### config.mk
export PLATFORM = sky130hd
export DESIGN_NAME = aer_spike_frame_tx
export DESIGN_NICKNAME = d
export VERILOG_FILES = /design/src/rtl/aer_spike_frame_tx.sv
export SDC_FILE = /design/constraint.sdc
export NUM_CORES = 1
export LEC_CHECK = 0
export CAP_MARGIN = 20
export CELL_PAD_IN_SITES_DETAIL_PLACEMENT = 0
export CELL_PAD_IN_SITES_GLOBAL_PLACEMENT = 1
export CORE_MARGIN = 4
export CORE_UTILIZATION = 37
export DETAILED_ROUTE_END_ITERATION = 7
export PLACE_DENSITY_LB_ADDON = 0.1
export SYNTH_ARGS = -nofsm -noshare
export SYNTH_HDL_FRONTEND = slang
export SYNTH_SLANG_ARGS = --single-unit
### constraint.sdc
create_clock -name CLK -period 2.7 [get_ports CLK]
set_clock_uncertainty 0.15 [all_clocks]
set_input_delay 0.81 -clock CLK [delete_from_list [all_inputs] [get_ports CLK]]
set_output_delay 0.81 -clock CLK [all_outputs]
set_load 0.02 [all_outputs]
### src/rtl/aer_spike_frame_tx.sv
// aer_spike_frame_tx: streams packed T x WIDTH spike frames from a byte buffer as
// 4-phase AER events, one per set pixel, plus an end-of-timestep marker per timestep.
module aer_spike_frame_tx #(
    parameter int          T           = 8,
    parameter int          WIDTH       = 784,
    parameter int          ADDR_W      = 20,
    parameter logic [11:0] MARKER_ADDR = 12'h4FF
) (
    input  logic              CLK,
    input  logic              RST,
    input  logic              START,
    input  logic [ADDR_W-1:0] SAMPLE_BASE,
    output logic              BUSY,
    output logic              DONE,
    output logic [15:0]       EVT_CNT,
    output logic              MEM_REN,
    output logic [ADDR_W-1:0] MEM_RADDR,
    input  logic [7:0]        MEM_RDATA,
    output logic [11:0]       AERIN_ADDR,
    output logic              AERIN_REQ,
    input  logic              AERIN_ACK
);
    localparam int             NB     = WIDTH / 8;
    localparam int             TW     = (T > 1) ? $clog2(T) : 1;
    localparam logic [6:0]     LAST_B = 7'(NB - 1);
    localparam logic [TW-1:0]  LAST_T = TW'(T - 1);

    typedef enum logic [2:0] {
        S_IDLE, S_FETCH, S_LOAD, S_SCAN, S_SETUP, S_REQ_HI, S_REQ_LO
    } state_t;

    state_t            r_state, w_next;
    logic [ADDR_W-1:0] r_addr;
    logic [6:0]        r_bidx;
    logic [TW-1:0]     r_t;
    logic [7:0]        r_work;
    logic [11:0]       r_aer;
    logic              r_marker;
    logic              r_done;
    logic [15:0]       r_cnt;
    logic [2:0]        w_b;
    logic              w_start;

    assign BUSY       = (r_state != S_IDLE) || r_done;
    assign DONE       = r_done;
    assign EVT_CNT    = r_cnt;
    assign MEM_REN    = (r_state == S_FETCH);
    assign MEM_RADDR  = r_addr;
    assign AERIN_ADDR = r_aer;
    assign AERIN_REQ  = (r_state == S_REQ_HI);
    assign w_start    = START && !BUSY;

    // Highest set bit of the work register is the lowest remaining pixel (MSB-first).
    always_comb begin
        w_b = '0;
        for (int i = 0; i < 8; i++)
            if (r_work[i]) w_b = 3'(i);
    end

    always_comb begin
        w_next = r_state;
        case (r_state)
            S_IDLE:   w_next = w_start ? S_FETCH : S_IDLE;
            S_FETCH:  w_next = S_LOAD;
            S_LOAD:   w_next = S_SCAN;
            S_SCAN:   w_next = (r_work != 8'd0 || r_bidx == LAST_B) ? S_SETUP : S_FETCH;
            S_SETUP:  w_next = AERIN_ACK ? S_SETUP : S_REQ_HI;
            S_REQ_HI: w_next = AERIN_ACK ? S_REQ_LO : S_REQ_HI;
            S_REQ_LO: w_next = AERIN_ACK ? S_REQ_LO :
                               !r_marker ? S_SCAN :
                               (r_t == LAST_T) ? S_IDLE : S_FETCH;
            default:  w_next = S_IDLE;
        endcase
    end

    always_ff @(posedge CLK) begin
        if (RST) r_state <= S_IDLE;
        else     r_state <= w_next;
    end

    always_ff @(posedge CLK) begin
        if (RST) begin
            r_addr   <= '0;
            r_bidx   <= '0;
            r_t      <= '0;
            r_work   <= '0;
            r_aer    <= '0;
            r_marker <= 1'b0;
            r_done   <= 1'b0;
            r_cnt    <= '0;
        end else begin
            r_done <= 1'b0;
            case (r_state)
                S_IDLE: if (w_start) begin
                    r_addr <= SAMPLE_BASE;
                    r_bidx <= '0;
                    r_t    <= '0;
                    r_cnt  <= '0;
                end
                S_LOAD: r_work <= MEM_RDATA;
                S_SCAN: if (r_work != 8'd0) begin
                    r_aer    <= {2'b00, r_bidx, ~w_b};
                    r_work   <= r_work & ~(8'd1 << w_b);
                    r_marker <= 1'b0;
                end else if (r_bidx == LAST_B) begin
                    r_aer    <= MARKER_ADDR;
                    r_marker <= 1'b1;
                end else begin
                    r_bidx <= r_bidx + 7'd1;
                    r_addr <= r_addr + 1'b1;
                end
                S_REQ_LO: if (!AERIN_ACK) begin
                    if (!r_marker)
                        r_cnt <= (r_cnt == 16'hFFFF) ? r_cnt : r_cnt + 16'd1;
                    else if (r_t == LAST_T)
                        r_done <= 1'b1;
                    else begin
                        r_t    <= r_t + 1'b1;
                        r_bidx <= '0;
                        r_addr <= r_addr + 1'b1;
                    end
                end
                default: ;
            endcase
        end
    end
endmodule

==> impl_metrics.csv <==
group,metric,value,unit
synthesis,yosys.area_share.simple,0.2650,
route,drt_iter0_drc,145,
place,place_hpwl,7.357,mm
outcome,status,"completed",
synthesis,netlist-cell-type-count,60,
route,drcViolationCount,0,
clock_network,cts_hold_buf,0,
setup_path,r2r_slack,0.34,ns
timing,final-hold-violation-count,0,
floorplan,die_y,107.3,µm
synthesis,synthMuxAreaShare,0.01133,
clock_network,h-tree-depth,3,
synthesis,synth-xor-area-share,0.03605,
worst_hold_path,min_from,"AERIN_ADDR[1]$_SDFFE_PP0P_",
route,ant_nets,0,
setup_path,cp_max_fo,8,
synthesis,ys.warnings.count,0,
floorplan,rows,35,
route,wl,10.24,mm
route,via_per_inst,5.344,
clock_network,worstSkewPairLatency,0.34,ns
global_route,grt_max_degree,27,
synthesis,syn_inst,452,
cells_and_area,diodes,0,
clock_network,cts.sinks,69,
synthesis,synth_top_family_by_area,"simple AND/OR/NAND/NOR gates",
synthesis,synth_adder_area_share,0.02060,
clock_network,cts_root_buf,"clkbuf_8",
cells_and_area,final_core_util,0.5350,
place,placement.io_buffers,82,
worst_hold_path,hold_depth,2,
route,first_pass_iters,5,
setup_path,ff2ff_path_depth,6,
cells_and_area,drive_gt1_frac,0.1077,
clock_network,cts_setup_buffers,0,
synthesis,synth.ff_latch_count,69,
setup_path,r2r-start,"r_state[0]$_SDFF_PP0_",
synthesis,async_flop_share,0,
timing,final_max_slew_viol_count,0,
setup_path,cp-end-kind,"output port",
synthesis,synth_area,3645,µm²
global_route,grt_remaining_overflow,0,
cells_and_area,fillCellCount,923,
global_route,grt_usage,0.1836,
power_and_ir_drop,leakage,1.766,nW
timing,setup_viol,0,
power_and_ir_drop,power.density,603.0,nW/µm²
setup_path,reg2reg_to,"MEM_RADDR[15]$_SDFFE_PP0P_",
route,vias,3666,
power_and_ir_drop,p_total,0.003038,W
cells_and_area,ff_latch_area,1381,µm²
worst_hold_path,hp-class,"register to register",
worst_hold_path,worst_hold_path.endpoint,"AERIN_ADDR[1]$_SDFFE_PP0P_",
cells_and_area,syn_to_final_growth,38.21,%
setup_path,critical_path_required,1.74,ns
timing,rsz0062_at_grt,"false",
setup_path,path_class,"register to output port",
timing,max_freq,395.5,MHz
timing,slew_headroom,0.4663,
flow_run,drv_cap,0,
floorplan,dieArea,11500,µm²
synthesis,synth_nets,490,
floorplan,fp.dieW,107.3,µm
synthesis,postSynthAreaPerCell,8.064,µm²
synthesis,synth_compound_area_frac,0.2403,
timing,tightest_slew,0.7968,ns
global_route,grt_pass1_vias,3600,
clock_network,numCtsBuffers,9,
timing,fin_crit,2.528,ns
power_and_ir_drop,vdd_drop_max,0.2841,mV
route,post_drt_wl_per_cell,14.92,µm
floorplan,initial_core_util,0.3871,
place,place_congestion,0.8319,
clock_network,tritoncts,"done",
timing,finalCritPeriodShare,0.9364,
global_route,antenna_found_initial,0,
setup_path,setup.worst_path.start_class,"register",
floorplan,core,9415,µm²
cells_and_area,multi_input_area,2101,µm²
synthesis,synthFlopType,"dfxtp_1",
setup_path,critPathArrivalTime,1.57,ns
synthesis,ys_seq_area_frac,0.3790,
floorplan,ios,84,
clock_network,clk_pin_slew,0.08,ns
cells_and_area,final_net_count,590,
synthesis,synth_edf_count,0,
global_route,grt_pass1_wl,17.35,mm
clock_network,cts_max_path_buffers,2,
-- layout by cell type (no fill, tap or decap), types with 3 or more instances in the layout --
cell type / instances
a211oi_1: 14
a21o_1: 10
a21oi_1: 36
a22oi_1: 9
a31oi_1: 5
and2_1: 7
and3_1: 6
buf_4: 32
bufinv_16: 4
clkbuf_8: 9
clkdlybuf4s50_1: 77
dfxtp_1: 69
dlygate4sd2_1: 3
ha_1: 6
inv_1: 13
mux2i_1: 3
nand2_1: 40
nand2b_1: 5
nand3_1: 15
nand3b_1: 5
nand4_1: 11
nand4b_1: 4
nor2_1: 52
nor3_1: 13
nor4_1: 10
o21ai_0: 25
o31a_1: 4
o31ai_1: 3
o32ai_1: 3
or3_1: 3
or4_1: 5
xnor2_1: 14
-- synth_stat cells, types with 2 or more instances --
cell type  number  area, µm²
and2_1          7      43.79
o21bai_1        2      15.01
xnor2_1        14      122.6
inv_1          13      48.80
buf_2           7      35.03
nand4_1        11      68.82
buf_4           2      15.01
clkbuf_1       16      60.06
o32ai_1         3      26.28
nor4_1         10      62.56
dfxtp_1        69       1381
a21oi_1        36      180.2
o21ai_0        25      125.1
o31a_1          4      35.03
or3_1           3      18.77
a2111oi_0       2      17.52
o31ai_1         3      22.52
a21o_1         10      75.07
a22o_1          2      17.52
mux2i_1         3      30.03
a211o_1         2      17.52
nand3b_1        5      37.54
a211oi_1       14      105.1
nor4_2          2      25.02
a311oi_1        2      17.52
nand2_1        40      150.1
and3_1          6      37.54
a22oi_1         9      67.56
a31oi_1         5      31.28
nor4b_1         2      17.52
ha_1            6      75.07
or4_1           5      37.54
nor2_1         52      195.2
nand3_1        15      75.07
nand4b_1        4      35.03
nor3_1         13      65.06
nand2b_1        5      31.28
-- per-layer routing --
| metal | wire (µm) | vias to the layer above | GRT usage |
|---|---|---|---|
| met4 | 31 | 0 | 0.04658 |
| met2 | 4789 | 72 | 0.2936 |
| met3 | 395 | 2 | 0.03719 |
| met5 | 0 | - | 0 |
| li1 | - | 1864 | - |
| met1 | 5019 | 1728 | 0.2529 |
-- critical path: stages (launching register included) --
cell	delay, ns
dfxtp_1	0.39
nor4_1	0.32
buf_4	0.17
inv_1	0.04
dlygate4sd2_1	0.31
-- cell type report --
type,count,area share
clock inverters,7,0.02906
inverters,13,0.009687
clock buffers,9,0.02459
multi-input cells,344,0.4170
flip-flops and latches,69,0.2742
repair buffers,115,0.2134
well taps,129,0.03204
-- where the power goes --
group,switching (W),total (W),internal [W],leakage [nW]
registers,0.0000895,0.00117,0.00109,0.560
clock network,0.000427,0.00114,0.000714,0.134
logic,0.000382,0.000722,0.000340,1.07
-- metrics by stage --
step           TNS [ns]  cells  hold slack, ns  worst slack (ns)  instance area, µm²
2_1_floorplan         0    452          0.3034            0.2852                3645
3_3_place_gp     -8.505    670          0.2929           -0.3476                4761
3_5_place_dp     -9.279    670          0.2969           -0.3692                4761
4_1_cts               0    686          0.3070           0.03950                5027
5_1_grt               0    686          0.3395           0.03467                5037
6_report              0    686          0.3061            0.1716                5037
-- flip-flops by register name, indices dropped and copies added, names as in the netlist --
name,cells
MEM_RADDR,20
AERIN_ADDR,11
r_bidx,7
r_state,3
DONE,1
r_work,8
r_t,3
EVT_CNT,16
-- timing repair --
action | in CTS | in global routing
pin swaps | 1 | 0
resized for setup | 3 | 4
endpoints found under the setup margin | 3 | 3
-- worst max path at each step --
stage | start | endpoint | slack [ns] | cells past startpoint
2_1_floorplan | START | r_bidx[5]$_SDFFE_PP0P_ | 0.29 | 6
3_3_place_gp | START | MEM_RADDR[15]$_SDFFE_PP0P_ | -0.35 | 6
3_5_place_dp | START | MEM_RADDR[15]$_SDFFE_PP0P_ | -0.37 | 6
4_1_cts | r_state[1]$_SDFF_PP0_ | AERIN_REQ | 0.04 | 4
5_1_grt | r_state[0]$_SDFF_PP0_ | BUSY | 0.03 | 4
6_report | r_state[0]$_SDFF_PP0_ | BUSY | 0.17 | 4
-- logic make-up (layout without fill, tap and decap cells) --
family | Yosys count | after routing
other | 1 | 1
DFF | 69 | 69
xor gates and xnor gates | 15 | 15
muxes | 4 | 4
buffers and inverters | 39 | 144
and+or+nand+nor | 187 | 187
adders and majority gates | 6 | 6
AOI/OAI and AO/OA | 131 | 131
Note: power is estimated with default switching activity, not from simulation.
